===== src/rtl/led_driver_if.sv =====
// LED matrix port bundle: pixel frame buffers and scan enable in, header pins out.
// The driver side (master) supplies the frame buffers and enable; the scanner
// (slave) drives the 36-pin GPIO_1 header.
interface led_driver_if;
  logic [35:0]       GPIO_1;       // [35:32] row, [31:16] green cols, [15:0] red cols
  logic [15:0][15:0] RedPixels;    // [row][col], 1 = red LED on
  logic [15:0][15:0] GrnPixels;    // [row][col], 1 = green LED on
  logic              EnableCount;  // 1 = scan advances, 0 = hold current row

  modport master (
    output RedPixels,
    output GrnPixels,
    output EnableCount,
    input  GPIO_1
  );

  modport slave (
    input  RedPixels,
    input  GrnPixels,
    input  EnableCount,
    output GPIO_1
  );
endinterface


===== src/rtl/led_driver.sv =====
// 16x16 red/green LED matrix row scanner.
// One row is displayed per 2**FREQDIV clocks; rows 0..15 repeat continuously.
// Optional anti-ghosting blanking is enabled by defining LEDDRIVER_BLANK_EN:
// the column fields are forced dark during the first quarter of each row period
// while the row field keeps being driven.
module led_driver #(
  parameter int FREQDIV = 14  // log2 of clocks per row period, 2..24
) (
  led_driver_if.slave led,
  input  logic        clock,
  input  logic        reset
);

  localparam logic [FREQDIV-1:0] DIV_LAST = '1;
  localparam logic [FREQDIV-1:0] DIV_ONE  = {{(FREQDIV-1){1'b0}}, 1'b1};

  logic [FREQDIV-1:0] div_reg, div_next;
  logic [3:0]         row_reg, row_next;
  logic [35:0]        gpio_reg, gpio_next;

  logic               row_tick;
  logic               blank;
  logic [15:0]        red_row, grn_row;
  logic [15:0]        red_cols, grn_cols;

  // Current row's pixel words, selected from the packed frame buffers.
  assign red_row = led.RedPixels[row_reg];
  assign grn_row = led.GrnPixels[row_reg];

`ifdef LEDDRIVER_BLANK_EN
  // Columns dark while the top two divider bits are zero (first quarter of the row period).
  assign blank = (div_reg[FREQDIV-1 -: 2] == 2'b00);
`else
  assign blank = 1'b0;
`endif

  // Per-column gating: column bit c follows pixel bit c unless blanked.
  genvar gi;
  generate
    for (gi = 0; gi < 16; gi++) begin : g_col
      assign red_cols[gi] = red_row[gi] & ~blank;
      assign grn_cols[gi] = grn_row[gi] & ~blank;
    end
  endgenerate

  // Next-state: free-running divider, row advance on divider wrap when enabled,
  // header image rebuilt from the current row every clock.
  always_comb begin
    div_next  = div_reg + DIV_ONE;
    row_tick  = (div_reg == DIV_LAST) && led.EnableCount;
    row_next  = row_reg;
    if (row_tick) begin
      row_next = row_reg + 4'd1;  // 15 wraps to 0 naturally
    end
    gpio_next = {row_reg, grn_cols, red_cols};
  end

  // State registers; reset returns to row 0 with all columns dark.
  always_ff @(posedge clock or posedge reset) begin
    if (reset) begin
      div_reg  <= '0;
      row_reg  <= 4'd0;
      gpio_reg <= 36'h0;
    end else begin
      div_reg  <= div_next;
      row_reg  <= row_next;
      gpio_reg <= gpio_next;
    end
  end

  assign led.GPIO_1 = gpio_reg;

endmodule


===== src/flat_wrapper.sv =====
// flat-port wrapper written by rule: the top's interface ports become plain ports
module led_driver_flat 
#(
  parameter int FREQDIV = 14                                         
)
  (clock, reset, led_RedPixels, led_GrnPixels, led_EnableCount, led_GPIO_1);
  led_driver_if led_i ();
  input  logic clock;
  input  logic reset;
  input wire logic [$bits(led_i.RedPixels)-1:0] led_RedPixels;
  input wire logic [$bits(led_i.GrnPixels)-1:0] led_GrnPixels;
  input wire logic [$bits(led_i.EnableCount)-1:0] led_EnableCount;
  output wire logic [$bits(led_i.GPIO_1)-1:0] led_GPIO_1;
  assign led_i.RedPixels = led_RedPixels;
  assign led_i.GrnPixels = led_GrnPixels;
  assign led_i.EnableCount = led_EnableCount;
  assign led_GPIO_1 = led_i.GPIO_1;
  led_driver #(.FREQDIV(FREQDIV)) u_core (.led(led_i), .clock(clock), .reset(reset));
endmodule

===== config.mk =====
export PLATFORM = sky130hd
export DESIGN_NAME = led_driver_flat
export DESIGN_NICKNAME = d
export VERILOG_FILES = /design/src/rtl/led_driver_if.sv /design/src/rtl/led_driver.sv /design/src/flat_wrapper.sv
export SDC_FILE = /design/constraint.sdc
export NUM_CORES = 1
export LEC_CHECK = 0
export CAP_MARGIN = 20
export CORE_AREA = 3 3 211 213
export CTS_CLUSTER_SIZE = 25
export DETAILED_ROUTE_END_ITERATION = 10
export DIE_AREA = 0 0 214 216
export GPL_TIMING_DRIVEN = 0
export SYNTH_ARGS = -nofsm -noshare
export SYNTH_HDL_FRONTEND = slang
export SYNTH_SLANG_ARGS = --single-unit

===== constraint.sdc =====
create_clock -name clock -period 1.6 [get_ports clock]
set_input_delay 0.24 -clock clock [delete_from_list [all_inputs] [get_ports clock]]
set_output_delay 0.24 -clock clock [all_outputs]
set_load 0.1 [all_outputs]

After elaboration in Yosys (flattened, before gate mapping)
Index checks and enable logic that the tools add are counted.

Bits of input ports: 515. Register bits: 54. Output and inout bits: 36.

Equal/unequal tests: 1. $add $sub $neg: 2. Reduce and logical (&&, ||, !) cells: 1. Mux-type cells: 4. $lt $le $gt $ge: 1.

Operator list (number): $bmux W16 S4 (2); $mux W16 (2); $add A14 B1 Y14 const B (1); $eq A14 B14 Y1 const B (1); $lt A4 B5 Y1 const B (1); $add A4 B1 Y4 const B (1); $logic_and A1 B1 Y1 (1).

Depth between registers and ports, before layout
Gate-level depths: netlist (run 1).

Depth in word-level cells: 2. Gate-level depth with buffers: 6. Gate-level depth less buffers: 5.

Worst setup path after synthesis (run 1)
OpenSTA, ideal clock, no wires.

Path kind: reg-to-reg. Start: register u_core.row_reg[0]. End: register u_core.gpio_reg[14], in the netlist u_core.led.GPIO_1[14]. Arrival time: 1497 ps. Stages on the path, launching flop included: 6. Path slack: -18 ps. Buffers on the path: 2. Required time: 1479 ps. Path through: dfrtp_1 > clkbuf_2 > buf_2 > mux4_2 > o22ai_1 > nor2_1.

Cells in the longest elaborated chain, start to end: 2.

RTL lines: start, declared (RTL line led_driver.sv:18) `logic [3:0] row_reg, row_next;`; start signal, assigned (RTL line led_driver.sv:66) `row_reg <= row_next;`; $bmux W16 S4 (RTL line led_driver.sv:27) `assign red_row = led.RedPixels[row_reg];`; $mux W16 (not written as such) (RTL line led_driver.sv:27); named net u_core.red_cols[14] (RTL line led_driver.sv:24) `logic [15:0] red_cols, grn_cols;`; end signal, assigned (RTL line led_driver.sv:67) `gpio_reg <= gpio_next;`; end, declared (RTL line led_driver.sv:19) `logic [35:0] gpio_reg, gpio_next;`.

The timed path passes the listed nets, and every way through them passes these cells. The select of a mux whose other input is x is not followed. A chain may end at the register's enable or synchronous reset.

Worst setup path after layout (run 1)
Start: register u_core.row_reg[0]. End: register u_core.gpio_reg[9], in the netlist u_core.led.GPIO_1[9].

Same word-level chain as after synthesis.

==> impl_metrics.py, run 1 <==
metrics = {
    "clock_tree": {
        "ctsRootBufferMaster": "clkbuf_16",
        "cts_tree": "done",
        "numClockSinks": 54,
        "cts.path.max_buffers": 2,
        "insertion_delay_ps": 340,
        "path_clk_slew_ps": 100,
        "cts_buffers": 5,
        "h-tree-depth": 2,
    },
    "synthesis": {
        "synthFlopType": "dfrtp_1",
        "synth_top_cell_area_share_pct": 54.1,
        "synth-seq-cells": 54,
        "synth_async_sr_flop_share_pct": 100,
        "yosys_warnings": 0,
        "yosysTopAreaCell": "mux4_2",
        "syn_area_per_cell_sq_um": 14.4,
        "yosysSeqAreaShare_pct": 25.3,
        "netlist_top_cells_area": "mux4_2, dfrtp_1, o22ai_1",
        "syn-num-nets": 886,
        "synth_edf_count": 0,
        "synth_cells": 369,
        "synth_cell_types": 21,
        "netlist_area_sq_um": 5330,
    },
    "placed_design": {
        "dpl_worst_slack_ps": -1330,
        "dp_hpwl_um": 34600,
        "io_buffers": 550,
        "placed_area_sq_um": 11600,
        "gp_congestion": 0.926,
    },
    "floorplan": {
        "start_util_pct": 12.4,
        "dieArea_sq_um": 46200,
        "die_x_um": 214,
        "die_y_um": 216,
        "rows": 76,
        "io_pins": 551,
        "coreArea_sq_um": 42900,
    },
    "sta": {
        "finalSetupTns_ps": -8150,
        "worst_pin_slew_ps": 851,
        "rsz0062_at_grt": "yes",
        "hold_viol": 0,
        "post-route-min-period_ps": 1900,
        "hold_ws_ps": 388,
        "min_period_over_period_pct": 119,
        "max_slew_margin_pct": 43.3,
        "finalSetupViolCount": 32,
        "finalMaxSlewViolations": 0,
        "setup_ws_ps": -302,
        "skew_ps": 18.9,
        "fmax_mhz": 526,
    },
    "critical_path": {
        "critPathLaunchType": "register",
        "reg2reg_from": "u_core.row_reg[0]$_DFFE_PP0P_",
        "r2r_end": "u_core.led.GPIO_1[9]$_DFF_PP0_",
        "cp-end-kind": "register",
        "critPathMaxFanout": 6,
        "r2r_setup_slack_ps": -300,
        "critPathKind": "reg -> reg",
        "crit_arrival_ps": 2130,
        "required_ps": 1830,
        "rr_worst_depth": 8,
    },
    "power_and_ir_drop": {
        "power_w": 0.00483,
        "p_per_area_nw_per_um2": 382,
        "ir_drop_mv": 0.389,
        "leakagePower_nw": 4.39,
    },
    "routing": {
        "drtIter0Drc": 310,
        "routed_via_density": 4.27,
        "first_pass_iters": 5,
        "remaining_drc_errors": 0,
        "route.vias.total": 6560,
        "ant_nets": 0,
        "wl_per_cell_um": 27.6,
        "routed_wl_um": 42300,
    },
    "grt": {
        "antenna_found_initial": 5,
        "grt_pass1_vias": 7270,
        "grt_max_degree": 55,
        "gr-total-overflow": 0,
        "grt_usage_pct": 17.7,
        "grt_pass1_wl_um": 56700,
    },
    "outcome": {
        "status": "complete, but fails checks",
        "violations": "setup timing",
    },
    "final_layout": {
        "drive_gt1_share_pct": 29.6,
        "postLayoutCellArea_sq_um": 12700,
        "largest_register_ffs": 36,
        "nets": 1466,
        "syn_to_final_growth_pct": 138,
    },
    "worst_hold_path": {
        "worst_hold_path.endpoint": "u_core.led.GPIO_1[34]$_DFF_PP0_",
        "holdCritStartpoint": "u_core.row_reg[2]$_DFFE_PP0P_",
        "hold_path_class": "reg -> reg",
        "holdPathStages": 0,
    },
    "run": {
        "cap_viol_max_count": 0,
    },
}
## stage by stage
step / util (%) / instances
after CTS: 29.0 / 1528
after global placement: 27.0 / 1504
after detailed placement: 27.0 / 1504
after floorplan: - / 369
final: 29.5 / 1536
after global routing: 29.5 / 1535
## cell usage in the layout (no fill, tap or decap), drive strengths merged, types with 2 or more instances in the layout
cell type | Yosys | final
inv | 3 | 4
clkbuf | 18 | 21
clkinv | 0 | 2
mux4 | 128 | 128
clkdlybuf4s15 | 0 | 36
nand3 | 5 | 5
ha | 2 | 2
nor2 | 38 | 38
o22ai | 64 | 64
xor2 | 6 | 6
nand4 | 5 | 5
nand2 | 6 | 6
clkdlybuf4s50 | 0 | 514
xnor2 | 9 | 9
buf | 25 | 49
nand2b | 2 | 2
dfrtp | 54 | 54
## cell families after synthesis
logic type	count (synthesis)	share of synthesized area, %
buffers and inverters	46	5.07
and+or+nand+nor	59	4.86
DFF	54	25.3
adders and majority gates	2	0.469
xor gates and xnor gates	15	2.46
AOI/OAI and AO/OA	64	7.51
muxes	129	54.3
## synthesized netlist by cell type, drive strengths merged (3+ instances only)
cell    instances
xor2            6
inv             3
nand4           5
nand3           5
clkbuf         18
mux4          128
nor2           38
buf            25
o22ai          64
xnor2           9
dfrtp          54
nand2           6
## worst max path at each step
| stage | start | endpoint | cells past startpoint |
|---|---|---|---|
| finish | u_core.row_reg[0]$_DFFE_PP0P_ | u_core.led.GPIO_1[9]$_DFF_PP0_ | 8 |
| global placement | reset | u_core.led.GPIO_1[7]$_DFF_PP0_ | 2 |
| global route | u_core.row_reg[0]$_DFFE_PP0P_ | u_core.led.GPIO_1[15]$_DFF_PP0_ | 7 |
| floorplan | u_core.row_reg[0]$_DFFE_PP0P_ | u_core.led.GPIO_1[14]$_DFF_PP0_ | 5 |
| detailed placement | u_core.row_reg[2]$_DFFE_PP0P_ | u_core.led.GPIO_1[3]$_DFF_PP0_ | 6 |
| CTS | u_core.row_reg[0]$_DFFE_PP0P_ | u_core.led.GPIO_1[15]$_DFF_PP0_ | 7 |
## metal layers
metal	global-route usage (%)	wire, um	vias up
met5	0	0	-
met4	4.53	848	0
met3	4.91	3320	29
met2	29.3	20300	406
met1	22.8	17800	3355
li1	-	-	2770
## power breakdown
part	internal [W]	switching (W)	total (W)
sequential	0.00140	0.0000127	0.00142
clock	0.000603	0.000689	0.00129
combinational	0.00140	0.000723	0.00212
total	0.00341	0.00142	0.00483
## layout make-up
type                       count  area, sq um
clock inverter                 3         28.8
antenna                        1         2.50
buffer                        42          527
clock buffer                   5          125
tap                          585          732
fill                        4421        30200
inverter                       3         13.8
timing repair buffer         574         5930
multi-input combinational    269         3950
sequential                    54         1350
## worst max-delay path, stage by stage (launching register included)
cell and delay [ps]:
dfrtp_1 390, buf_8 130, buf_6 100, buf_12 130, buf_16 140, buf_12 130, mux4_2 510, o22ai_2 170
nor2_1 80
## what timing repair did
action | CTS | global route
setup buffers | 13 | 7
endpoints found under the setup margin | 71 | 35
pin swaps | 9 | 9
hold buffers | 0 | 0
gates resized for setup | 211 | 31
cloned | 4 | 1
No activity file was read; power rests on OpenSTA's default activity.
==> run 2, diff against run 1 <==
SKIP_CTS_REPAIR_TIMING = 1   (was default)
==> impl_metrics.py, run 2 (synthesized netlist as in run 1, its figures left out) <==
metrics = {
    "final_layout": {
        "nets": 1456,
        "layout_commonest_cell": "clkdlybuf4s50_1",
        "drive_gt1_share_pct": 28.6,
        "utilization_pct": 28.4,
        "syn_to_final_growth_pct": 129,
        "final_cell_mix": "clkdlybuf4s50_1, mux4_2, dfrtp_1",
        "postLayoutCellArea_sq_um": 12200,
        "largest_register_ffs": 36,
        "fill_cells": 4454,
    },
    "sta": {
        "rsz0062_at_grt": "yes",
        "worst_pin_slew_ps": 850,
        "skew_ps": 15.8,
        "min_period_over_period_pct": 117,
        "post-route-min-period_ps": 1870,
        "finalMaxSlewViolations": 0,
        "fmax_mhz": 535,
        "finalSetupViolCount": 32,
        "setup_ws_ps": -269,
        "max_slew_margin_pct": 43.4,
        "hold_viol": 0,
        "finalSetupTns_ps": -6710,
    },
    "placed_design": {
        "gp_congestion": 0.926,
        "placed_area_sq_um": 11600,
        "io_buffers": 550,
        "dp_hpwl_um": 34600,
    },
    "run": {
        "cap_viol_max_count": 0,
    },
    "power_and_ir_drop": {
        "cellInternalPower_w": 0.00338,
        "p_per_area_nw_per_um2": 394,
        "leakagePower_nw": 4.27,
        "p_comb_share_pct": 43.6,
        "swShare_pct": 29.7,
        "seqPwrFrac_pct": 29.5,
        "pwr-share-clk_pct": 26.9,
        "power_switching_w": 0.00143,
        "ir_drop_mv": 0.382,
    },
    "clock_tree": {
        "cts_buffers": 5,
        "numClockSinks": 54,
        "cts.path.max_buffers": 2,
        "ctsRootBufferMaster": "clkbuf_16",
        "insertion_delay_ps": 340,
        "h-tree-depth": 2,
        "path_clk_slew_ps": 80,
        "cts_tree": "done",
    },
    "routing": {
        "first_pass_iters": 5,
        "ant_nets": 0,
        "remaining_drc_errors": 0,
        "routed_via_density": 4.28,
        "wl_per_cell_um": 27.6,
        "routed_wl_um": 42200,
        "route.vias.total": 6528,
        "drtIter0Drc": 339,
    },
    "critical_path": {
        "critPathKind": "reg -> reg",
        "cp-end-kind": "register",
        "crit_arrival_ps": 2090,
        "slowest_stage": "mux4_2",
        "critPathLaunchType": "register",
        "required_ps": 1820,
        "crit_path_cell_trace": "buf_6 > clkbuf_16 > buf_16 > mux4_2 > o22ai_2 > nor2_2",
        "critPathMaxFanout": 7,
        "slowest_delay_ps": 530,
        "rr_worst_depth": 6,
    },
    "worst_hold_path": {
        "holdPathStages": 0,
        "hold_path_class": "reg -> reg",
    },
    "floorplan": {
        "rows": 76,
        "dieArea_sq_um": 46200,
        "coreArea_sq_um": 42900,
        "start_util_pct": 12.4,
        "io_pins": 551,
        "die_x_um": 214,
        "die_y_um": 216,
    },
    "grt": {
        "gr-total-overflow": 0,
        "grt_max_degree": 55,
        "grt_pass1_vias": 7178,
        "grt_pass1_wl_um": 55500,
        "grt_usage_pct": 17.2,
        "antenna_found_initial": 7,
    },
    "outcome": {
        "violations": "setup timing",
        "status": "complete, but fails checks",
    },
}
[run 2: worst paths after layout]
| check | startpoint | endpoint | slack [ps] |
|---|---|---|---|
| worst max-delay path | u_core.row_reg[0]$_DFFE_PP0P_ | u_core.led.GPIO_1[20]$_DFF_PP0_ | -270 |
| worst min-delay path | u_core.row_reg[2]$_DFFE_PP0P_ | u_core.led.GPIO_1[34]$_DFF_PP0_ | 390 |
| worst max register to register | u_core.row_reg[0]$_DFFE_PP0P_ | u_core.led.GPIO_1[20]$_DFF_PP0_ | -270 |
| worst min register to register | u_core.row_reg[2]$_DFFE_PP0P_ | u_core.led.GPIO_1[34]$_DFF_PP0_ | 390 |
| max in group asynchronous | reset | u_core.row_reg[1]$_DFFE_PP0P_ | 570 |
| min in group asynchronous | reset | u_core.led.GPIO_1[22]$_DFF_PP0_ | 410 |
[run 2: layer usage]
metal  vias to the layer above  track usage, %  wire length (um)
met3                        32            4.51              3280
li1                       2749               -                 -
met1                      3354            22.4             17900
met4                         0            4.78               881
met5                         -               0                 0
met2                       393            28.5             20100
[run 2: per-stage QoR]
step | total power, W | hold WS [ps] | instances | worst slack (ps)
2_1_floorplan | 0.00206 | 352 | 369 | -18.0
3_3_place_gp | 0.00352 | 364 | 1504 | -1600
3_5_place_dp | 0.00354 | 370 | 1504 | -1330
4_1_cts | 0.00491 | 391 | 1512 | -1330
5_1_grt | 0.00502 | 412 | 1525 | -336
6_report | 0.00481 | 389 | 1526 | -269
[run 2: layout make-up]
cell class / count / area, sq um / share of cell area, %
Timing Repair Buffer: 564 / 5530 / 45.3
Buffer: 42 / 484 / 3.97
Clock inverter: 3 / 28.8 / 0.236
Tap cell: 585 / 732 / 6.00
Inverter: 3 / 13.8 / 0.113
Antenna cell: 1 / 2.50 / 0.0205
Multi-Input combinational cell: 269 / 3930 / 32.2
Clock buffer: 5 / 125 / 1.03
Sequential cell: 54 / 1350 / 11.1
[run 2: power by group through the flow]
stage	Clock, W	Combinational, W	Sequential [W]
6_report	0.00129	0.00210	0.00142
4_1_cts	0.00139	0.00211	0.00142
3_3_place_gp	0	0.00208	0.00144
3_5_place_dp	0	0.00210	0.00144
2_1_floorplan	0	0.000309	0.00175
5_1_grt	0.00142	0.00218	0.00142
[run 2: worst max-delay path, delay by kind of cell (launching register included)]
kind	cells	cell delay, ps
flops	1	400
compound gates	1	230
buf+inv	3	510
mux	1	530
simple gates	1	80
==> run 3, diff against run 2 <==
CTS_CLUSTER_SIZE = 14   (was 25)
==> results of run 3 <==
Same layout as run 2: the final DEF is identical, and so are final timing and power.
==> patch 1: new RTL, flow settings as in run 3 <==
`FREQDIV` is set to 14 in 2 places; all go to 13.
--- a/src/rtl/led_driver.sv
+++ b/src/rtl/led_driver.sv
@@ -4,7 +4,7 @@
 // the column fields are forced dark during the first quarter of each row period
 // while the row field keeps being driven.
 module led_driver #(
-  parameter int FREQDIV = 14  // log2 of clocks per row period, 2..24
+  parameter int FREQDIV = 13  // log2 of clocks per row period, 2..24
 ) (
   led_driver_if.slave led,
   input  logic        clock,
--- a/src/flat_wrapper.sv
+++ b/src/flat_wrapper.sv
@@ -1,7 +1,7 @@
 // flat-port wrapper written by rule: the top's interface ports become plain ports
 module led_driver_flat 
 #(
-  parameter int FREQDIV = 14                                         
+  parameter int FREQDIV = 13                                         
 )
   (clock, reset, led_RedPixels, led_GrnPixels, led_EnableCount, led_GPIO_1);
   led_driver_if led_i ();
Formal check against the unedited RTL: same outputs for any inputs over 10 cycles, from zero or initial values and one cycle with reset high; that may be too few to reach the edited logic, so the function may still have changed.
==> patch 1 against run 3 <==
The run still ends with negative setup slack left; routed wire length decreased by 11%; critical path depth is the same; worst setup slack worse by 0.031 ns; fmax down 1.6%; sequential cell count down 1; final area down 1.0%; area after synthesis hardly changed; cell count is 0.72% lower; non-clock buffer count decreased by 4; total power decreased by 0.92%.
==> patch 1: results (changes against run 3) <==
- Status: finished with violations
- Via density: 4.09 (-4.3%)
- Worst path max stage delay: 0.59 ns (+0.06 ns)
- Clock Skews: 0.0172 ns (+0.00138 ns)
- Commonest cells in the synthesized netlist: mux4_2 (128), a22oi_1 (64), dfrtp_1 (53)
- Vias in the first global route: 7086 (-1.3%)
- Placer Congestion: 0.884 (-4.5%)
- Final WL: 37.4 mm (-11%)
- Leakage: 4.23 nW (-1.1%)
- R2R Path End: u_core.led.GPIO_1[13]$_DFF_PP0_
- CTS root buf: clkbuf_16
- GRT Util Overall: 15.5% (-1.7 points)
- Max-slew headroom: 44.7% (+1.4 points)
- Setup violators final: 32 (unchanged)
- Synth area leaders: mux4_2 (54%), dfrtp_1 (25%), a22oi_1 (9.0%)
- Syn nets: 881 (-0.56%)
- Initial antenna violation count: 1 (-6)
- Clock transition at the registers of the reported paths: 0.10 ns (+0.02 ns)
- # diodes: 0 (-1)
- Share of layout cells above drive strength 1: 27.8% (-0.77 points)
- Seq/Total Area, Yosys: 24.9% (-0.49 points)
- Filler cells: 4506 (+1.2%)
- Largest net degree at the start of global routing: 54 (-1.8%)
- Drt initial violations: 243 (-28%)
- Failing checks: negative setup slack
- CTS H-tree lvls: 2 (unchanged)
- HPWL after DPL: 31.2 mm (-9.8%)
- PnR worst setup slack: -0.300 ns (-0.0307 ns)
- Drt pass-1 iters: 4 (-1)
- Maximum VDD drop: 0.410 mV (+7.5%)
- Port bufs: 550 (unchanged)
- Synth cell types: 22 (+4.8%)
- First-pass GRT wire length: 50.9 mm (-8.3%)
- Worst hold path type: in2async
- # nets final: 1446 (-0.69%)
- Total CTS buffers: 5 (unchanged)
[patch 1: cell type report]
class | instances | area share [%]
Sequential cell | 53 | 11.0
Multi-Input combinational cell | 265 | 32.7
Tap cell | 585 | 6.06
Buffer | 44 | 3.82
Clock buffer | 5 | 1.04
Inverter | 2 | 0.0829
Timing Repair Buffer | 558 | 45.1
Clock inverter | 3 | 0.238
[patch 1: kinds of logic after synthesis]
family,after synthesis,share of synthesized area [%]
XOR/XNOR,14,2.30
AND/OR/NAND/NOR,56,4.69
buffers and inverters,46,4.45
multiplexers,129,54.2
adder cells (fa/ha/maj),2,0.469
flip-flops,53,24.9
AO/OA/AOI/OAI,64,9.00
[patch 1: where the power goes]
| part | internal, mW | switching, mW | total, mW |
|---|---|---|---|
| clock network | 0.606 | 0.692 | 1.30 |
| logic | 1.37 | 0.707 | 2.07 |
| registers | 1.38 | 0.0125 | 1.39 |
[patch 1: worst min-delay path by stage]
stage                                             start                               to  slack (ns)  cells past startpoint
after global placement      u_core.div_reg[0]$_DFF_PP0_      u_core.div_reg[0]$_DFF_PP0_        0.44                      1
final                                             reset   u_core.led.GPIO_1[4]$_DFF_PP0_        0.40                      2
after CTS                                         reset   u_core.led.GPIO_1[5]$_DFF_PP0_        0.40                      2
after global routing                              reset   u_core.led.GPIO_1[4]$_DFF_PP0_        0.44                      2
after floorplan           u_core.row_reg[0]$_DFFE_PP0P_  u_core.led.GPIO_1[32]$_DFF_PP0_        0.39                      0
after detailed placement  u_core.row_reg[0]$_DFFE_PP0P_  u_core.led.GPIO_1[32]$_DFF_PP0_        0.44                      0
[patch 1: metrics by stage]
step | instance area, um2 | worst slack, ns | std cells | TNS (ns) | utilization [%]
floorplan | 5440 | -0.0238 | 364 | -0.627 | -
global placement | 11700 | -1.56 | 1499 | -114.11 | 27.2
detailed placement | 11700 | -1.02 | 1499 | -33.50 | 27.2
CTS | 11800 | -1.05 | 1507 | -49.03 | 27.6
global route | 12100 | -0.418 | 1515 | -11.41 | 28.2
finish | 12100 | -0.300 | 1515 | -7.96 | 28.2
[patch 1: metal layers]
layer  GRT usage, %  up-vias  share of wire, %
met4           4.09        2               2.2
met3           4.27       33               6.7
li1               -     2724                 -
met2           27.9      319                51
met1           18.2     3125                40
met5              0        -             0.035
[patch 1: worst register-to-register path: stages, from the launching register on]
cell and delay [ns]:
dfrtp_1 0.43, buf_8 0.17, buf_16 0.17, buf_12 0.17, mux4_2 0.59, a22oi_2 0.19, nand2_1 0.07
==> patch 2: new RTL, settings of run 3 <==
Without the edit above. Make the reset (`reset`) synchronous in one clocked block.
--- a/src/rtl/led_driver.sv
+++ b/src/rtl/led_driver.sv
@@ -56,7 +56,7 @@
   end
 
   // State registers; reset returns to row 0 with all columns dark.
-  always_ff @(posedge clock or posedge reset) begin
+  always_ff @(posedge clock) begin
     if (reset) begin
       div_reg  <= '0;
       row_reg  <= 4'd0;
Formal check against the unedited RTL: differs if reset is asserted again (counterexample within 4 cycles, from zero or initial values and one cycle with reset high); with reset held inactive, the same outputs for 10 cycles.
==> patch 2 against run 3 <==
Final area rose by 18%; sequential cell count did not move; routed wire length rose by 18%; largest power group unchanged; area after synthesis rose by 7.7%; cell count rose by 22%; global-route usage rose by 1.7 points; fmax rose by 4.1%; total power rose by 6.8%; the run still ends with negative setup slack left; count of clock-buffer cells in the layout did not move; worst setup slack improved by 0.073 ns; highest routed layer is now met5; core utilization rose by 5.0 points.
==> patch 2: results (changes against run 3) <==
- First-pass GRT wire length: 62.1 mm (+12%)
- PnR worst setup slack: -0.196 ns (+0.0730 ns)
- Worst R2R Start: u_core.div_reg[0]$_SDFF_PP0_
- Share of layout cells above drive strength 1: 24.6% (-4.0 points)
- Status: finished with violations
- Failing checks: negative setup slack
- Adder-Cell Fraction of Synth Area: 0.436% (-0.033 points)
- Setup violators final: 31 (-3.1%)
- Initial antenna violation count: 5 (-2)
- ClkCell Share: 1.20% (-0.058 points)
- Max-slew headroom: 61.4% (+18 points)
- Xor and xnor area share after synthesis: 1.68% (-0.79 points)
- GRT Util Overall: 18.9% (+1.7 points)
- Ys flop type: dfxtp_1
- Placer Congestion: 0.894 (-3.5%)
- Multi-input gate area: 5240 um2 (+33%)
- Clock Skews: 0.0137 ns (-0.00209 ns)
- Seq/Total Area, Yosys: 18.8% (-6.5 points)
- Largest net degree at the start of global routing: 19 (-65%)
- Maximum VDD drop: 0.366 mV (-4.0%)
- Filler cells: 4335 (-2.7%)
- FFs w/ async S/R, synth: 0% (-100 points)
- # diodes: 3 (+2)
- Register share of the cell area: 7.61% (-3.5 points)
- Critical path arrival: 2.02 ns (-0.07 ns)
- Cell-internal power: 3.54 mW (+4.8%)
- Crit path from: u_core.div_reg[0]$_SDFF_PP0_
- Non-clk bufs: 672 (+11%)
- HPWL after DPL: 38.9 mm (+12%)
- Vias in the first global route: 8403 (+17%)
- Clock group: 1.43 mW (+11%)
- DP Worst Slack: -1.49 ns (-0.160 ns)
- Worst hold path type: in2reg
[patch 2: cell types whose count changed after synthesis, sizes merged, moves of 14 or more]
cell    before  now
nand2        6   38
clkbuf      18   32
a22oi        0  106
o22ai       64    0
mux2i        0  235
o21ai        0   41
mux4       128   11
nand3        5   30
dfrtp       54    0
nor2        38   15
dfxtp        0   54
[patch 2: metal layers]
| metal | global-route usage, % | vias to the layer above | share of wire (%) |
|---|---|---|---|
| met5 | 0 | - | 0.026 |
| met4 | 4.73 | 2 | 1.6 |
| met3 | 4.15 | 36 | 5.9 |
| met2 | 34.7 | 400 | 52 |
| met1 | 22.2 | 3953 | 40 |
| li1 | - | 3764 | - |
[patch 2: worst max-delay path, stage by stage, from the launching register on]
cell	delay (ns)
dfxtp_4	0.37
ha_4	0.14
nand4_1	0.11
or4_4	0.51
nor3_4	0.23
mux2_4	0.32
[patch 2: through the flow]
stage / power [mW] / TNS [ns] / util (%) / area (um2) / std cells
2_1_floorplan: 2.05 / -0.398 / - / 5770 / 653
3_3_place_gp: 3.57 / -49.74 / 28.0 / 12000 / 1788
3_5_place_dp: 3.59 / -49.35 / 28.0 / 12000 / 1789
4_1_cts: 5.08 / -56.51 / 28.4 / 12200 / 1797
5_1_grt: 5.33 / -3.64 / 33.5 / 14300 / 1854
6_report: 5.13 / -1.95 / 33.5 / 14300 / 1855
[patch 2: worst paths after layout]
check / end / slack [ns] / cells past startpoint
max: u_core.row_reg[2]$_SDFFE_PP0P_ / -0.20 / 5
min: u_core.led.GPIO_1[34]$_SDFF_PP0_ / 0.24 / 2
max reg2reg: u_core.row_reg[2]$_SDFFE_PP0P_ / -0.20 / 5
min reg2reg: u_core.div_reg[5]$_SDFF_PP0_ / 0.51 / 2
